--- config.mk ---
export PLATFORM = sky130hd
export DESIGN_NAME = pi_run_ctrl
export DESIGN_NICKNAME = d
export VERILOG_FILES = /design/src/rtl/pi_run_ctrl.sv
export SDC_FILE = /design/constraint.sdc
export NUM_CORES = 1
export LEC_CHECK = 0
export CAP_MARGIN = 20
export CORE_ASPECT_RATIO = 1.2
export CORE_MARGIN = 3
export CORE_UTILIZATION = 24
export CTS_BUF_LIST = sky130_fd_sc_hd__clkbuf_2
export DETAILED_ROUTE_END_ITERATION = 10
export PLACE_DENSITY = 0.47
export SLEW_MARGIN = 20
export SYNTH_ARGS = -nofsm -noshare
export SYNTH_HDL_FRONTEND = slang
export SYNTH_SLANG_ARGS = --single-unit
--- constraint.sdc ---
create_clock -name clk -period 5.1 [get_ports clk]
set_input_delay 0.765 -clock clk [delete_from_list [all_inputs] [get_ports clk]]
set_output_delay 0.765 -clock clk [all_outputs]
set_load 0.03 [all_outputs]
--- src/rtl/pi_run_ctrl.sv ---
// Monte Carlo pi batch sequencer: gates sampling for N points, counts hits,
// issues one divide request and captures the quotient as the pi estimate.
module pi_run_ctrl #(
  parameter int CNT_W   = 27,
  parameter int TIMEOUT = 64
) (
  input  logic             clk,
  input  logic             rst,
  input  logic             i_start,
  input  logic             i_abort,
  input  logic [CNT_W-1:0] i_num_samples,
  input  logic             i_coord_valid,
  input  logic             i_op_lt_1,
  output logic             o_sample_en,
  output logic             o_div_valid,
  output logic [CNT_W-1:0] o_div_x,
  output logic [CNT_W-1:0] o_div_y,
  input  logic             i_div_result_valid,
  input  logic [CNT_W-1:0] i_div_result,
  output logic             o_busy,
  output logic             o_done,
  output logic             o_err,
  output logic [CNT_W+1:0] o_pi_out
);

  localparam int TW = $clog2(TIMEOUT) + 1;

  typedef enum logic [2:0] {
    S_IDLE, S_RUN, S_REQ, S_WAIT, S_DONE
  } state_t;

  state_t           r_state;
  logic [CNT_W-1:0] r_n;
  logic [CNT_W-1:0] r_op_cnt;
  logic [CNT_W-1:0] r_lt_cnt;
  logic [TW-1:0]    r_timer;
  logic             r_sample_en;
  logic             r_div_valid;
  logic [CNT_W-1:0] r_div_x;
  logic [CNT_W-1:0] r_div_y;
  logic             r_busy;
  logic             r_done;
  logic             r_err;
  logic [CNT_W+1:0] r_pi_out;

  logic             w_go;
  logic             w_take;
  logic [CNT_W-1:0] w_op_nxt;
  logic [CNT_W-1:0] w_lt_nxt;

  assign w_go     = i_start & ~i_abort & (i_num_samples != '0);
  assign w_take   = i_coord_valid & (r_op_cnt < r_n);
  assign w_op_nxt = r_op_cnt + CNT_W'(1);
  assign w_lt_nxt = r_lt_cnt + CNT_W'(i_op_lt_1);

  always_ff @(posedge clk or posedge rst) begin
    if (rst) begin
      r_state     <= S_IDLE;
      r_n         <= '0;
      r_op_cnt    <= '0;
      r_lt_cnt    <= '0;
      r_timer     <= '0;
      r_sample_en <= 1'b0;
      r_div_valid <= 1'b0;
      r_div_x     <= '0;
      r_div_y     <= '0;
      r_busy      <= 1'b0;
      r_done      <= 1'b0;
      r_err       <= 1'b0;
      r_pi_out    <= '0;
    end else if (i_abort) begin
      // counters, divider operands and pi_out deliberately hold
      r_state     <= S_IDLE;
      r_sample_en <= 1'b0;
      r_div_valid <= 1'b0;
      r_busy      <= 1'b0;
      r_done      <= 1'b0;
      r_err       <= 1'b0;
    end else begin
      unique case (r_state)
        S_IDLE, S_DONE: begin
          if (w_go) begin
            r_n         <= i_num_samples;
            r_op_cnt    <= '0;
            r_lt_cnt    <= '0;
            r_timer     <= '0;
            r_err       <= 1'b0;
            r_done      <= 1'b0;
            r_busy      <= 1'b1;
            r_sample_en <= 1'b1;
            r_state     <= S_RUN;
          end
        end
        S_RUN: begin
          if (w_take) begin
            r_op_cnt <= w_op_nxt;
            r_lt_cnt <= w_lt_nxt;
            if (w_op_nxt == r_n) begin
              r_sample_en <= 1'b0;
              r_div_valid <= 1'b1;
              r_div_x     <= w_op_nxt;
              r_div_y     <= w_lt_nxt;
              r_state     <= S_REQ;
            end
          end
        end
        S_REQ: begin
          r_div_valid <= 1'b0;
          r_timer     <= '0;
          r_state     <= S_WAIT;
        end
        S_WAIT: begin
          if (i_div_result_valid) begin
            r_pi_out <= {i_div_result, 2'b00};
            r_done   <= 1'b1;
            r_busy   <= 1'b0;
            r_state  <= S_DONE;
          end else if (r_timer == TW'(TIMEOUT - 1)) begin
            r_err   <= 1'b1;
            r_done  <= 1'b1;
            r_busy  <= 1'b0;
            r_state <= S_DONE;
          end else begin
            r_timer <= r_timer + TW'(1);
          end
        end
        default: r_state <= S_IDLE;
      endcase
    end
  end

  assign o_sample_en = r_sample_en;
  assign o_div_valid = r_div_valid;
  assign o_div_x     = r_div_x;
  assign o_div_y     = r_div_y;
  assign o_busy      = r_busy;
  assign o_done      = r_done;
  assign o_err       = r_err;
  assign o_pi_out    = r_pi_out;

endmodule

==> metrics.cfg <==
[run_status]
status=finished clean

[timing]
tns_ns=0
relSlewSlack=0.362
fin_skew_ns=0.0396
rsz0062_at_grt=false
fin_crit_ns=4.34
tightest_slew_ns=0.956
finalHoldViolCount=0
final-setup-viol-count=0
finalCritPeriodShare=0.850
drv_slew=0
fmax_ghz=0.231

[routing]
vias_per_cell=4.72
wl_per_cell_microns=18.2
vias=7735
remaining_drc_errors=0
drtIter0Drc=508
drt_pass1_iterations=4
wl_microns=29800
ant_nets=0

[power_and_ir_drop]
p_leak_nw=5.64
finalPower_mw=2.94
switching_share=0.346
intPower_mw=1.92
vdd_drop_max_uv=117
power_frac_comb=0.214
powerDensity_nw_per_um2=238
clkPwrFrac=0.239
pwr-share-seq=0.547
power.switching_mw=1.02

[layout]
final-seq-area_sq_um=4430
area_growth_pct=20.3
fill_cells=4447
multi_input_area_sq_um=5300
final_nets=1169
fin_area_sq_um=12400
layout-drive-gt1-share=0.172

[critical_path]
rr_startpoint=r_op_cnt[1]
cp.buffers_inverters=1
cp_max_fo=36
arrival_ns=5.10
critPathKind=reg2reg
required_ns=5.87
critPathMaxStageDelay_ns=0.61
crit_start=r_op_cnt[1]
worstPathCellList=ha_1 -> nand3_1 -> nor3_4 -> nand4_1 -> xnor2_1 -> o2111ai_1 -> nor4_4 -> nand2_4 -> buf_12 -> mux2_4
critPathCaptureType=register
crit_family=simple AND/OR/NAND/NOR gates
startpoint_type=register
ff2ff_setup_slack_ns=0.76
cp_slowest_cell=nor3_4

[global_routing]
antenna_found_initial=2
grt_use_total=0.131
grt_overflow=0
grt_max_degree=123
grt_pass1_wl_microns=46300
grt_pass1_vias=7872

[synthesis]
syn_avg_cell_area_sq_um=10.9
yosysUniqueCellTypes=76
ys_seq_elements=177
ys.flop_type=dfrtp_1
synth-edff-count=0
yosysSeqAreaShare=0.431
postSynth.asyncResetShare=1.00
synthCells=947
yosysWarnings=0
syn_area_sq_um=10300

[clock_tree]
clock_tree.root_cell=clkbuf_2
clk_pin_slew_worst_paths_ns=0.29
postCtsResizedCells=0
htreeDepth=4
cts_made_buffers=17
clock_sinks=177
cts-hold-fix-buffers=0
cts_tree=built
post_cts_buffers=0
clk_latency_ns=0.84
cts_buffer_depth=2

[place]
placed_cell_area_sq_um=12200
gp_congestion=0.839
hpwlAfterDp_microns=21000
io_buffers=146

[floorplan]
dieArea_sq_um=45400
fp.dieH_microns=233
pin_count=149
std_cell_rows=82
start_util=0.245
coreArea_sq_um=42100
die_w_microns=195

[job]
max_cap_violations=0

[hold_path]
hp-class=in2async

-- Yosys cell counts, types with 4 or more instances --
library cell | number | area share
buf_4 | 4 | 0.0029
o2111ai_1 | 4 | 0.0034
xor2_1 | 23 | 0.020
nand3_1 | 30 | 0.015
and2_1 | 5 | 0.0030
nor2b_1 | 5 | 0.0030
nor3_1 | 9 | 0.0044
and4_1 | 5 | 0.0043
a31oi_1 | 15 | 0.0091
a21o_1 | 16 | 0.012
nand4_1 | 21 | 0.013
nand2b_1 | 4 | 0.0024
buf_12 | 5 | 0.0097
nor2_1 | 63 | 0.023
mux2_2 | 58 | 0.063
buf_1 | 4 | 0.0015
o31ai_1 | 14 | 0.010
and3_1 | 21 | 0.013
nor4_1 | 11 | 0.0067
a21oi_1 | 25 | 0.012
nand2_1 | 70 | 0.026
clkbuf_8 | 8 | 0.011
o21ai_0 | 57 | 0.028
o21a_1 | 7 | 0.0051
dfrtp_1 | 177 | 0.43
a22oi_1 | 4 | 0.0029
buf_6 | 4 | 0.0044
xnor2_1 | 44 | 0.037
o22a_1 | 21 | 0.018
inv_1 | 35 | 0.013
mux2_4 | 49 | 0.072
ha_1 | 31 | 0.038
clkbuf_1 | 21 | 0.0077
a2bb2oi_1 | 6 | 0.0051
-- final cells by class --
class | count | area share
antenna | 2 | 0.000404
clock buffer | 18 | 0.00728
clock inverter | 14 | 0.00859
inverter | 35 | 0.0109
multi-input combinational | 682 | 0.428
sequential | 177 | 0.358
tap | 546 | 0.0552
timing repair buffer | 164 | 0.132
-- routing by layer --
metal  vias to the layer above  routed length (microns)  track usage
met3                        24                     1210       0.0293
li1                       3676                        -            -
met1                      3874                    13800        0.173
met4                         0                      498       0.0410
met5                         -                        0            0
met2                       161                    14300        0.216
-- cells by family (layout without fill, tap and decap cells) --
logic type | Yosys count | in the layout | synth area share
other cells | 1 | 4 | 0.000365
flops | 177 | 177 | 0.431
fa+ha+maj | 31 | 31 | 0.0377
mux | 110 | 110 | 0.138
xor+xnor | 72 | 72 | 0.0690
compound gates | 190 | 190 | 0.124
buf+inv | 89 | 231 | 0.0555
simple gates | 277 | 277 | 0.145
-- power by group through the flow --
stage	Combinational (mW)	Sequential, mW	Clock (mW)
after global placement	0.637	1.63	0
after floorplan	0.403	1.61	0
final	0.631	1.61	0.702
after detailed placement	0.638	1.63	0
after CTS	0.642	1.61	0.753
after global routing	0.701	1.63	0.804
-- sequential cells by signal, indices dropped and copies added (netlist names) --
register and cells:
o_busy 1, o_err 1, r_op_cnt 27, r_state 3, o_sample_en 1, o_pi_out 27
r_lt_cnt 27, o_div_y 27, r_n 27, o_div_valid 1, o_done 1, r_timer 7
o_div_x 27
-- final timing paths --
check / endpoint / cells past startpoint
hold / removal: r_op_cnt[6] / 3
setup / recovery: o_div_y[19] / 10
hold reg to reg: r_timer[5] / 1
max in group asynchronous: r_lt_cnt[26] / 3
min in group clk: o_pi_out[26] / 2
setup reg to reg: o_div_y[19] / 10
-- through the flow --
step	setup WS [ns]	utilization	cells	hold slack (ns)
finish	0.763	0.294	1638	0.348
global route	0.429	0.294	1638	0.326
CTS	0.733	0.294	1636	0.343
detailed placement	0.793	0.289	1604	0.469
global placement	0.952	0.289	1604	0.472
floorplan	1.79	-	948	0.445
-- worst reg2reg max path, stage by stage, from the launching register on --
cell	delay, ns
dfrtp_1	0.53
ha_1	0.29
nand3_1	0.59
nor3_4	0.62
nand4_1	0.28
xnor2_1	0.32
o2111ai_1	0.22
nor4_4	0.43
nand2_4	0.31
buf_12	0.31
mux2_4	0.37
-- layout by cell type (no fill, tap or decap), drive strengths merged, types with 3 or more instances in the layout --
cell type      netlist  routed
nor3                11      11
a2bb2oi              6       6
a2111oi              4       4
a21o                16      16
nand3               31      31
nand3b               3       3
dfrtp              177     177
nand2b               4       4
o2111ai              4       4
and2                 5       5
mux2               107     107
clkdlybuf4s50        0     146
xor2                23      23
nand4               24      24
or2                  3       3
or3                  4       4
mux2i                3       3
xnor2               44      44
ha                  31      31
o21ai               57      57
nand2               71      71
a31oi               15      15
o22a                21      21
buf                 20      18
and3                24      24
xnor3                5       5
clkbuf              31      18
o21a                 7       7
and4                 7       7
inv                 35      40
or4                  4       4
nor2                63      63
a22oi                4       4
a21oi               25      25
nor2b                5       5
o31ai               14      14
clkinv               0       8
nor4                15      15
Note: power is estimated with default switching activity, not from simulation.
